===== config.mk =====
export PLATFORM = sky130hd
export DESIGN_NAME = route_controller
export DESIGN_NICKNAME = d
export VERILOG_FILES = /design/src/rtl/robot_pkg.sv /design/src/rtl/drive_encoder.sv /design/src/rtl/route_controller.sv
export SDC_FILE = /design/constraint.sdc
export NUM_CORES = 1
export LEC_CHECK = 0
export BUFFER_PORTS_ARGS = -buffer_cell sky130_fd_sc_hd__buf_2
export CORE_MARGIN = 3
export CORE_UTILIZATION = 48
export CTS_CLUSTER_DIAMETER = 80
export DETAILED_ROUTE_END_ITERATION = 10
export PLACE_DENSITY = 0.72
export SLEW_MARGIN = 30
export SYNTH_ARGS = -nofsm -noshare
export SYNTH_HDL_FRONTEND = slang
export SYNTH_HIERARCHICAL = 1
export SYNTH_SLANG_ARGS = --single-unit
export TNS_END_PERCENT = 20

===== constraint.sdc =====
create_clock -name clk -period 6.4 [get_ports clk]
set_clock_uncertainty 0.2 [all_clocks]
set_input_delay 1.28 -clock clk [delete_from_list [all_inputs] [get_ports clk]]
set_output_delay 1.28 -clock clk [all_outputs]
set_load 0.005 [all_outputs]

===== src/rtl/robot_pkg.sv =====
// Shared types for the navigation controllers: motor drive codes, route commands
// and route FSM states, plus the line-follow steering decision.
package robot_pkg;

   localparam int PERIOD_DEFAULT = 2_000_000;

   typedef enum logic [2:0] {
      DRV_STOP,
      DRV_FWD,
      DRV_GLEFT,
      DRV_SLEFT,
      DRV_GRIGHT,
      DRV_SRIGHT
   } drive_t;

   typedef enum logic [1:0] {
      CMD_STRAIGHT,
      CMD_LEFT,
      CMD_RIGHT,
      CMD_STOP
   } cmd_t;

   typedef enum logic [2:0] {
      IDLE,
      FOLLOW,
      CROSS_EXIT,
      TURN,
      DONE,
      FAULT
   } route_state_t;

   // Steering for patterns with a usable line position; 000 and 111 are handled by the caller.
   function automatic drive_t follow_drive(input logic [2:0] lmr);
      drive_t drv;
      case (lmr)
         3'b110:  drv = DRV_GLEFT;
         3'b100:  drv = DRV_SLEFT;
         3'b011:  drv = DRV_GRIGHT;
         3'b001:  drv = DRV_SRIGHT;
         default: drv = DRV_FWD;
      endcase
      return drv;
   endfunction

endpackage


===== src/rtl/drive_encoder.sv =====
// Maps a symbolic drive code onto the reset/direction pair of each motorcontrol channel.
module drive_encoder
   import robot_pkg::*;
(
   input  drive_t drive,
   output logic   l_rst,
   output logic   l_dir,
   output logic   r_rst,
   output logic   r_dir
);

   always_comb begin
      {l_rst, l_dir, r_rst, r_dir} = 4'b1010;
      case (drive)
         DRV_FWD:    {l_rst, l_dir, r_rst, r_dir} = 4'b0101;
         DRV_GLEFT:  {l_rst, l_dir, r_rst, r_dir} = 4'b1001;
         DRV_SLEFT:  {l_rst, l_dir, r_rst, r_dir} = 4'b0001;
         DRV_GRIGHT: {l_rst, l_dir, r_rst, r_dir} = 4'b0110;
         DRV_SRIGHT: {l_rst, l_dir, r_rst, r_dir} = 4'b0100;
         default:    {l_rst, l_dir, r_rst, r_dir} = 4'b1010;
      endcase
   end

endmodule


===== src/rtl/route_controller.sv =====
// Frame-synchronous line follower that counts crossings and executes a pre-loaded
// list of straight/left/right/stop commands using timed spins.
module route_controller
   import robot_pkg::*;
#(
   parameter int PERIOD          = PERIOD_DEFAULT,
   parameter int MAX_STEPS       = 8,
   parameter int CROSS_CONFIRM   = 2,
   parameter int LOST_FRAMES     = 25,
   parameter int TURN_MIN_FRAMES = 10,
   parameter int TURN_MAX_FRAMES = 100
) (
   input  logic                   clk,
   input  logic                   reset,
   input  logic                   sensor_l,
   input  logic                   sensor_m,
   input  logic                   sensor_r,
   input  logic [20:0]            count_in,
   output logic                   count_reset,
   input  logic [2*MAX_STEPS-1:0] route_cmd,
   input  logic [3:0]             route_len,
   input  logic                   start,
   output logic                   motor_l_reset,
   output logic                   motor_r_reset,
   output logic                   motor_l_direction,
   output logic                   motor_r_direction,
   output logic                   busy,
   output logic                   done,
   output logic                   fault,
   output logic [2:0]             cross_idx
);

   localparam int LOST_W  = $clog2(LOST_FRAMES + 1);
   localparam int CROSS_W = $clog2(CROSS_CONFIRM + 1);
   localparam int TURN_W  = $clog2(TURN_MAX_FRAMES + 1);

   localparam logic [20:0]        LAST_COUNT = 21'(PERIOD - 1);
   localparam logic [LOST_W-1:0]  LOST_LAST  = LOST_W'(LOST_FRAMES - 1);
   localparam logic [CROSS_W-1:0] CROSS_LAST = CROSS_W'(CROSS_CONFIRM - 1);
   localparam logic [TURN_W-1:0]  TURN_MIN_LAST = TURN_W'(TURN_MIN_FRAMES - 1);
   localparam logic [TURN_W-1:0]  TURN_LAST  = TURN_W'(TURN_MAX_FRAMES - 1);
   localparam logic [2:0]         IDX_LAST   = 3'(MAX_STEPS - 1);
   localparam logic [3:0]         LEN_MAX    = 4'(MAX_STEPS);

   route_state_t           state;
   drive_t                 drive_q;
   logic [LOST_W-1:0]      lost_cnt;
   logic [CROSS_W-1:0]     cross_cnt;
   logic [TURN_W-1:0]      turn_cnt;
   logic [2*MAX_STEPS-1:0] route_q;
   logic [3:0]             route_len_q;
   logic [2:0]             lmr;
   logic                   tick;
   cmd_t                   slot;

   // ">=" lets an overflowed count recover instead of running off to 2^21.
   assign count_reset = reset | (count_in >= LAST_COUNT);
   assign tick        = (count_in >= LAST_COUNT) & ~reset;
   assign lmr         = {sensor_l, sensor_m, sensor_r};
   assign slot        = cmd_t'(route_q[{cross_idx, 1'b0} +: 2]);

   always_ff @(posedge clk) begin
      if (reset) begin
         state       <= IDLE;
         drive_q     <= DRV_STOP;
         busy        <= 1'b0;
         done        <= 1'b0;
         fault       <= 1'b0;
         cross_idx   <= '0;
         lost_cnt    <= '0;
         cross_cnt   <= '0;
         turn_cnt    <= '0;
         route_q     <= '0;
         route_len_q <= '0;
      end else if (start && !busy) begin
         // Launch is accepted on any cycle; the drive stays STOP until the first tick.
         state       <= FOLLOW;
         busy        <= 1'b1;
         done        <= 1'b0;
         fault       <= 1'b0;
         cross_idx   <= '0;
         lost_cnt    <= '0;
         cross_cnt   <= '0;
         turn_cnt    <= '0;
         route_q     <= route_cmd;
         route_len_q <= (route_len > LEN_MAX) ? LEN_MAX : route_len;
      end else if (tick) begin
         case (state)
            FOLLOW: begin
               if (lmr == 3'b000) begin
                  cross_cnt <= '0;
                  lost_cnt  <= lost_cnt + 1'b1;
                  if (lost_cnt == LOST_LAST) begin
                     state   <= FAULT;
                     drive_q <= DRV_STOP;
                     busy    <= 1'b0;
                     fault   <= 1'b1;
                  end
               end else if (lmr == 3'b111) begin
                  lost_cnt <= '0;
                  drive_q  <= DRV_FWD;
                  if (cross_cnt == CROSS_LAST) begin
                     cross_cnt <= '0;
                     if (({1'b0, cross_idx} == route_len_q) || (slot == CMD_STOP)) begin
                        state   <= DONE;
                        drive_q <= DRV_STOP;
                        busy    <= 1'b0;
                        done    <= 1'b1;
                     end else begin
                        if (cross_idx != IDX_LAST) cross_idx <= cross_idx + 3'd1;
                        turn_cnt <= '0;
                        case (slot)
                           CMD_LEFT: begin
                              state   <= TURN;
                              drive_q <= DRV_SLEFT;
                           end
                           CMD_RIGHT: begin
                              state   <= TURN;
                              drive_q <= DRV_SRIGHT;
                           end
                           default: state <= CROSS_EXIT;
                        endcase
                     end
                  end else begin
                     cross_cnt <= cross_cnt + 1'b1;
                  end
               end else begin
                  lost_cnt  <= '0;
                  cross_cnt <= '0;
                  drive_q   <= follow_drive(lmr);
               end
            end
            CROSS_EXIT: begin
               if (lmr != 3'b111) state <= FOLLOW;
            end
            // The middle sensor only ends a spin once the robot has turned past the old line.
            TURN: begin
               turn_cnt <= turn_cnt + 1'b1;
               if ((turn_cnt >= TURN_MIN_LAST) && sensor_m) begin
                  state    <= FOLLOW;
                  drive_q  <= DRV_FWD;
                  turn_cnt <= '0;
                  lost_cnt <= '0;
               end else if (turn_cnt == TURN_LAST) begin
                  state   <= FAULT;
                  drive_q <= DRV_STOP;
                  busy    <= 1'b0;
                  fault   <= 1'b1;
               end
            end
            default: drive_q <= DRV_STOP;
         endcase
      end
   end

   drive_encoder u_drive_encoder (
      .drive (drive_q),
      .l_rst (motor_l_reset),
      .l_dir (motor_l_direction),
      .r_rst (motor_r_reset),
      .r_dir (motor_r_direction)
   );

endmodule


# Yosys cells after proc, flatten, opt, wreduce, memory -nomap -nowiden
# Index checks and enable logic that the tools add are counted.
# op_classes
n_addsub,4
n_lt_le_gt_ge,3
n_eq_ne,44
shifts,1
n_mux,54
bitwise_logic,7
n_reduce_logical,26
# op_table
cell,n
3-bit two-way mux,15
7-bit two-way mux,5
"3-bit != test, second input constant",9
"21-bit >= comparator, second input constant",1
7-bit AND reduction,3
1-bit two-way mux,20
"2-bit != test, second input constant",10
"4-bit != test, second input constant",5
3-bit one-hot mux with 3 select lines,2
6-bit AND reduction,3
16-bit by 5-bit variable part select with 2-bit output,1
"3-bit by 2-bit == test with 1-bit output, second input constant",5
"3-bit == test, second input constant",5
7-bit one-hot mux with 2 select lines,1
3-bit one-hot mux with 4 select lines,1
5-bit two-way mux,2
5-bit one-hot mux with 2 select lines,1
"3-bit by 1-bit == test with 1-bit output, second input constant",3
8-bit AND reduction,1
4-bit OR reduction,2
"7-bit by 1-bit adder with 7-bit output, second input constant",1
"7-bit == test, second input constant",1
"7-bit by 4-bit >= comparator with 1-bit output, second input constant",1
2-bit two-way mux,3
other kinds (26),38
# totals
reg_bits,46
in_bits,47
output_inout_bits,11
wordCells,151

# Longest topological paths before layout
# Gate-level depths: netlist of run 1.
# logic_depth
word_depth,11
depth_mapped,10
depth_no_buf,9

# Cells and area by module
# Netlist of run 1, hierarchy kept.
# by_module_without_submodules
mod,instances,cells_per_inst,area_per_inst_um2
route_controller,1,308,2618.8
drive_encoder,1,7,28.8

# Worst setup path before layout of run 1
# OpenSTA, ideal clock, no wires.
# synth_timing
path_kind,input port to output port
start,in count_in[14]
end,out count_reset
t_arrival_ns,2.303
required_ns,4.920
setup_slack_ns,2.617
stages,5
n_path_buf,0
path_cell_list,or4_4 > o21ai_1 > nand2_1 > nand2_1 > nand2_1
# synth_between
elab_chain_cells,2
# synth_rtl
item,line_no,rtl
from (decl),route_controller.sv:18,"input logic [20:0] count_in,"
21-bit >= comparator,route_controller.sv:57,assign count_reset = reset | (count_in >= LAST_COUNT);
1-bit OR,route_controller.sv:57,
to (decl),route_controller.sv:19,"output logic count_reset,"
# Every way passes these cells.

# Worst setup path after layout of run 1
# Same ends and word-level chain as after synthesis.

==> results of run 1 <==
## metrics by stage
stage	hold WS [ns]	utilization, %
6_report	0.2584	59.18
5_1_grt	0.2759	59.18
4_1_cts	0.2615	59.18
3_5_place_dp	0.2481	57.38
3_3_place_gp	0.2396	57.38
2_1_floorplan	0.2331	-
## area by class of cell
| cell class | count | area [sq um] |
|---|---|---|
| well taps | 70 | 87.58 |
| flip-flops and latches | 46 | 920.9 |
| clock inverters | 3 | 25.02 |
| inverters | 10 | 37.54 |
| fillers | 507 | 2125 |
| multi-input cells | 247 | 1640 |
| repair buffers | 59 | 300.3 |
| clock buffers | 5 | 68.82 |
## sequential cells by signal, indices dropped and copies added (netlist names)
name,cells
done,1
route_q,16
lost_cnt,5
cross_cnt,2
fault,1
drive_q,3
busy,1
cross_idx,3
route_len_q,4
state,3
turn_cnt,7
## cells in the mapped netlist, types with 2 or more instances
cell type	number
nand2b_1	5
o2111ai_1	4
nor3_1	5
mux2i_1	5
a41o_1	2
or4_4	2
o31ai_2	3
xor2_1	3
and4_1	2
buf_2	2
inv_1	10
o31ai_1	2
nor2_1	15
nand3b_1	4
nand3_1	13
nand2_1	56
nor3b_1	2
and3_1	2
o41ai_1	2
o22ai_1	2
o21ai_0	10
dfxtp_1	46
nor2b_1	7
and2_1	2
a21oi_1	33
nor4bb_1	2
o21ai_1	6
o211ai_1	8
ha_1	9
clkbuf_1	9
or3_1	5
o21a_1	2
mux4_2	4
## metal layers
| metal | share of wire (%) | track usage, % | vias to the layer above |
|---|---|---|---|
| met5 | 0 | 0 | - |
| li1 | - | - | 1264 |
| met1 | 47 | 27.00 | 1143 |
| met4 | 2.8 | 9.459 | 0 |
| met2 | 45 | 33.03 | 68 |
| met3 | 5.9 | 4.933 | 15 |
## worst max-delay path, delay by kind of cell
kind / cells / cell delay (ns)
AOI/OAI and AO/OA: 1 / 0.27
buffers and inverters: 2 / 0.23
and+or+nand+nor: 4 / 0.82
## kinds of logic (layout without fill, tap and decap cells)
logic type,count (synthesis),after routing,synth area share [%]
simple gates,133,133,26.23
compound gates,91,91,24.20
flops,46,46,34.78
buf+inv,22,77,3.261
mux,11,11,6.285
fa+ha+maj,9,9,4.253
xor+xnor,3,3,0.9926
## worst paths after layout
| kind | startpoint | endpoint | slack [ns] | depth (start not counted) |
|---|---|---|---|---|
| hold / removal | route_q[7]$_SDFFE_PP0P_ | route_q[7]$_SDFFE_PP0P_ | 0.26 | 2 |
| hold reg to reg | route_q[7]$_SDFFE_PP0P_ | route_q[7]$_SDFFE_PP0P_ | 0.26 | 2 |
| setup / recovery | count_in[14] | count_reset | 2.31 | 7 |
| setup reg to reg | cross_idx[0]$_SDFFE_PP0P_ | turn_cnt[1]$_SDFFE_PP0P_ | 3.34 | 9 |
## power groups by stage
stage                     logic [mW]  registers [mW]  clock network, mW
after global placement        0.0671           0.305                  0
after CTS                     0.0690           0.299              0.193
after detailed placement      0.0688           0.306                  0
after global routing          0.0778           0.300              0.204
final                         0.0686           0.299              0.185
after floorplan               0.0422           0.304                  0
==> out/results.txt, run 1 <==
The flow ran to the end, and the final reports show no timing, DRC or antenna violations. The placed instances occupy a cell area of 2987 sq um. The total non-filler cell area in the finished layout came out at 3080 sq um. The DRC violation count after routing is 0, and the pin slew with the least headroom to its limit is 0.8512 ns. In this run the static leakage power is 1.206 nW. Setup violations remaining at the end of the flow were counted as 0. Max-cap violations in this run came to 0. Once detail routing completed, the nets flagged for antenna violations numbered 0.

The first detailed-routing pass took 4 iterations. Dividing the final minimum period by the clock period gives 63.93%. The logs give 46 for the clock sink count and 54.1% for the share of total power in sequential cells. Setup repair after global routing left no endpoint under its margin.

The clock buffer count from CTS is 5. The synthesis-to-layout area growth came out at 16.35%. For the via count of the first global-routing pass, the log shows 2,349.

dfxtp_1 takes more of the synthesized area than any other cell. The layout cell share with drive strength beyond 1 is 24.05%. The required time at the worst-slack endpoint is 4.92 ns. In the post-route analysis, the smallest setup slack over all paths is 2.308 ns. The tools report the sum of overflow across all layers after global routing as 0. Sequential elements use 34.78% of the synthesized area. The slowest stage cell on the critical path is or4_4. The power share of the clock group was 33.5%.

The proportion of total power due to net switching was 27.21%; the power per unit of standard cell area was 179.4 nW/um^2. Synthesized instance count: 315. The run gives 4736 um as the estimated wirelength of the detail-placed design. TritonCTS built the clock tree. Once placement completed, the tool counted placed cells totaling 432. The routed layout has 2,490 vias. The number of hold buffers added after CTS was 0. Count of antenna diodes in the layout: 0. The most frequent standard cell in the layout excluding fill and tap cells is buf_2. For this run, the leading register cell type out of synthesis is dfxtp_1.

Number of standard-cell rows in the floorplan: 26. The arrival time at the worst endpoint was 2.61 ns; the starting density of the core was 50.87%. The maximum achievable frequency was 244.4 MHz. The insertion delay of the later-clocked pin in the worst-skew pair is 0.31 ns. The analysis attributes to net switching a power of 150.4 uW.

The share of total power dissipated in combinational logic is 12.4%. The internal portion of the total power is 402.3 uW. Per-cell routed wire length: 14.23 um. For this block, the initial DRC count from the detailed router was 202. For the worst slack at placement, the log shows 2.312 ns. The number of I/O port buffers is 57, and the number of library cell types mapped by synthesis is 64.

Summed over all failing endpoints, the final setup total negative slack is 0 ns. Synthesis inferred 46 register bits. Average via count per standard cell: 5.659.

The net count of the finished layout came out at 425. For the maximum level of the CTS H-tree, the log shows 2. In this run the standard cell core region covers 5205 sq um. The logs give 0 for the number of setup buffers added after CTS and 27 for the pin count of the biggest net entering global routing.

The congestion estimate from routability-driven global placement came to 0.8668. The share of the synthesized area in the top cell type was 34.78%. The synthesized design contains 0 enable-type register cells. Synthesis produced a netlist with a net count of 371. After the flow finishes, the layout carries non-filler instances totaling 440. Startpoint class of the critical path: a primary input.

For this run, asynchronously set or reset flops after synthesis account for 0%. After detailed routing, the total wire length is 6260 um. The clock period minus final worst setup slack was 4.092 ns; the worst ir drop on vdd was 0.1130 mV.

The die area is 6442 sq um, and the number of antenna violations at the first check in global routing is 0. In this run the count of I/O pins placed on the die edge is 58. The final-report hold violation count is 0. Class of the most critical hold timing path: flip-flop to flip-flop.

Along the worst path, the maximum fanout reaches 4. In this run the cell area of the synthesized design comes to 2648 sq um. Leaving out fill and tap cells, the most frequent cells in the layout are buf_2, nand2_1, dfxtp_1, a21oi_1, nor2_1. The floorplan step set the die height to 80.27 um.

Kind of capture point of the worst setup path: a primary output. The critical path goes through buf_2 > or4_4 > o21ai_1 > nand2_1 > nand2_1 > nand2_1 > buf_2. Clock tree synthesis selected as its root buffer the cell clkbuf_8.

The overall track demand over capacity in global routing was 20.93%; the highest cell delay on the worst timing path was 0.53 ns. The run gives 10,670 um as the first-pass GRT wire length. Mean post-synth cell area: 8.405 sq um. By area the synthesized netlist is led by dfxtp_1, nand2_1, a21oi_1.

Dominant cell type by count on the critical path: nand2_1. The number of gates resized after CTS was 0. Measured against its own limit, the worst slew margin works out to 43.26%. The kind of critical path is primary input to primary output. For this run, the number of Yosys warnings is 6.

The completed layout was analyzed and its total power is 552.7 uW. The overall die width was 80.27 um. In this run the deepest clock path goes through 2 buffers. The count of pins over their slew limit was 0.

After clock tree synthesis, the clock-pin slew on the worst setup and hold paths is 0.09 ns.
Note: power is estimated with default switching activity, not from simulation.
==> inputs of run 2 (changes only) <==
==> constraint.sdc (replaced) <==
create_clock -name clk -period 3.98 [get_ports clk]
set_clock_uncertainty 0.2 [all_clocks]
set_input_delay 0.796 -clock clk [delete_from_list [all_inputs] [get_ports clk]]
set_output_delay 0.796 -clock clk [all_outputs]
set_load 0.005 [all_outputs]
==> run 2 against run 1 <==
First-iteration DRC count decreased by 36%. Cell area increased by 1.7%. Critical path depth unchanged. Via count decreased by 1.2%. Largest cell class unchanged. Clock power increased by 120%. Clock-buffer cell count unchanged. Non-clock buffer count increased by 1.
==> out/results.txt, run 2 (synthesis results as in run 1) <==
The power per unit of standard cell area works out to 319.6 nW/um^2 (+78%). The run gives 0 (unchanged) as the number of hold-repair buffers added at the cts stage. The remaining max-slew budget at the tightest pin was 58.59% (+15 points); the die outline height was 80.27 um (unchanged). The logs give 1.234 nW (+2.3%) for the total leakage power and 1.03 ns (-2.31 ns) for the flop-to-flop setup slack. The worst setup path is launched from a primary input. The routed via count was 2,460 (-1.2%); the number of buffers and inverters on the critical path was 2 (unchanged).

The register with the most flip-flops in the final layout is route_q. TritonCTS built the clock tree. The highest cell delay on the worst timing path is 0.54 ns (about the same), and the starting density of the core is 50.87% (unchanged). The cell count of the worst hold path is 2 (unchanged), and the number of standard-cell rows in the floorplan is 26 (unchanged).

The via count of the first global-routing pass is 2,313 (-1.5%). The pin slew with the least headroom to its limit was 0.6131 ns (-0.2381 ns). The worst setup path is captured at a primary output. The count of cells resized by post-cts repair was 0 (unchanged). The run gives 58 (unchanged) as the number of placed I/O pins. The run gives 2 (unchanged) as the number of buffers between clock root and the deepest sink. Worst hold path startpoint: route_q[11]$_SDFFE_PP0P_. The tools report the arrival time at the worst endpoint as 2.13 ns (-0.48 ns).

The post-detailed-route count of antenna-violating nets was 0 (unchanged); the clock period minus final worst setup slack was 3.128 ns. The run gives 0 (unchanged) as the DRC violation count after routing. The run gives 0.1926 mV (+70%) as the worst ir drop on vdd. For the initial detailed-routing violation count, the log shows 129 (-36%). The clock buffer count from CTS was 5 (unchanged). The total length of routed wires is 6196 um (-1.0%), and the number of violations of the max-capacitance limit is 0 (unchanged). The estimated wirelength of the detail-placed design was 4699 um (-0.77%). The most frequent standard cell in the layout excluding fill and tap cells is buf_2. The detailed-routing iteration count for the pre-antenna-repair pass was 4 (unchanged); the maximum level of the CTS H-tree was 2 (unchanged).

The clock sink count is 46 (unchanged). The path depth of the worst reg2reg path is 9 (unchanged). The layout cell share with drive strength beyond 1 came out at 24.26% (+0.20 points). Critical path's top delay family: simple AND/OR/NAND/NOR gates. The count of fill cells added during filler insertion is 471 (-7.1%). The net count of the finished layout is 426 (+0.24%). The multi-input logic area is 1640 sq um (unchanged). In the layout the commonest cells are buf_2, nand2_1, dfxtp_1, a21oi_1, nor2_1.

Timing would allow up to 319.7 MHz. The worst hold endpoint was route_q[11]$_SDFFE_PP0P_. The overall die width works out to 80.27 um (unchanged). Setup repair after global routing left no endpoint under its margin. The run finished with clean final reports.

Kind of critical path: primary input to primary output. Count of pins over their slew limit: 0 (unchanged). The largest registers in the layout are route_q (16), turn_cnt (7), lost_cnt (5). The sum of overflow across all layers after global routing is 0 (unchanged). The pin count of the biggest net entering global routing is 27 (unchanged), and the insertion delay of the later-clocked pin in the worst-skew pair is 0.30 ns (about the same). The critical path goes through buf_2 > or4_4 > o21ai_1 > nand2_1 > nand2_1 > nand2_1 > buf_2.

The number of endpoints failing setup at the final stage was 0 (unchanged); the final-report hold violation count was 0 (unchanged). The average via count per standard cell works out to 5.578 (-1.4%). The final critical-path share of the clock period is 78.60%, and the register area is 920.9 sq um (unchanged).

The required time at the worst-slack endpoint is 2.98 ns (-1.94 ns), and the number of flip-flops under the largest register name is 16 (unchanged). The setup TNS came out at 0 ns (unchanged). The clock transition at the register clock pins on the worst setup and hold paths after CTS came out at 0.09 ns (about the same).

The tightest min-delay check is of the flip-flop to flip-flop type. The logs give 5205 sq um (unchanged) for the placeable core region and 0 (unchanged) for the number of setup buffers added after CTS. The first-pass GRT wire length came out at 10,430 um (-2.3%).

The number of I/O port buffers came out at 57 (unchanged). The synthesis-to-layout area growth works out to 18.29%. The slowest stage cell on the critical path is or4_4.

For the count of antenna diodes in the layout, the log shows 0 (unchanged). For the overall track demand over capacity in global routing, the log shows 20.21% (-0.72 points). The critical-path maximum fanout is 4 (unchanged). Origin of the critical flop-to-flop path: cross_idx[0]$_SDFFE_PP0P_. For the global placer's final weighted congestion, the log shows 0.8736 (+0.78%). The per-cell routed wire length works out to 14.05 um (-1.2%). Number of antenna violations at the first check in global routing: 0 (unchanged).

The endpoint identified for the worst register-to-register timing path is turn_cnt[1]$_SDFFE_PP0P_. Clock tree synthesis selected as its root buffer the cell clkbuf_8. The run gives 6442 sq um (unchanged) as the die area. Dominant cell type by count on the critical path: nand2_1. The run gives 60.17% (+0.99 points) as the final standard cell utilization of the core.
[run 2: cell types whose count changed in the layout (fill, tap and decap cells not counted)]
cell        delta
clkinvlp_4     -1
bufinv_16      +2
buf_4          +1
inv_6          -1
[run 2: worst max-delay path by stage]
stage / start / cells past startpoint / end / slack (ns)
after global routing: cross_idx[0]$_SDFFE_PP0P_ / 9 / turn_cnt[1]$_SDFFE_PP0P_ / 0.78
after CTS: count_in[14] / 7 / count_reset / 0.86
final: count_in[14] / 7 / count_reset / 0.85
after global placement: count_in[14] / 7 / count_reset / 0.89
after detailed placement: count_in[14] / 7 / count_reset / 0.87
after floorplan: count_in[14] / 5 / count_reset / 1.16
[run 2: final cells by class]
| cell class | count | share of cell area [%] |
|---|---|---|
| Multi-Input combinational cell | 247 | 52.38 |
| Sequential cell | 46 | 29.40 |
| Timing Repair Buffer | 60 | 9.828 |
| Tap cell | 70 | 2.797 |
| Clock buffer | 5 | 2.197 |
| Clock inverter | 3 | 2.197 |
| Inverter | 10 | 1.199 |
[run 2: layer usage]
| metal | global-route usage, % | part of all wire (%) | vias up |
|---|---|---|---|
| met3 | 4.484 | 6.3 | 9 |
| li1 | - | - | 1269 |
| met2 | 32.78 | 46 | 73 |
| met4 | 5.574 | 1.4 | 0 |
| met1 | 26.96 | 47 | 1109 |
| met5 | 0 | 0 | - |
[run 2: worst register-to-register path: stages (launching register included)]
cell and delay (ns):
dfxtp_1 0.57, mux4_2 0.55, mux2i_1 0.20, inv_1 0.09, ha_1 0.19, inv_1 0.06, o41a_1 0.31, a21oi_2 0.14
nor2_4 0.19, mux2_4 0.31
[run 2: where the power goes]
part	leakage, nW	internal, mW	switching [mW]
Sequential	0.374	0.473	0.00830
Clock	0.0683	0.251	0.158
Combinational	0.792	0.0485	0.0625
[run 2: per-stage QoR]
| stage | area, sq um | power [mW] | std cells | hold slack (ns) | setup WS, ns |
|---|---|---|---|---|---|
| 3_3_place_gp | 2994 | 0.6005 | 433 | 0.2397 | 0.8914 |
| 3_5_place_dp | 2994 | 0.6017 | 433 | 0.2456 | 0.8671 |
| 4_1_cts | 3132 | 1.013 | 441 | 0.2590 | 0.8595 |
| 6_report | 3132 | 1.001 | 441 | 0.2581 | 0.8518 |
| 5_1_grt | 3132 | 1.044 | 441 | 0.2712 | 0.7770 |
| 2_1_floorplan | 2648 | 0.5569 | 315 | 0.2331 | 1.165 |
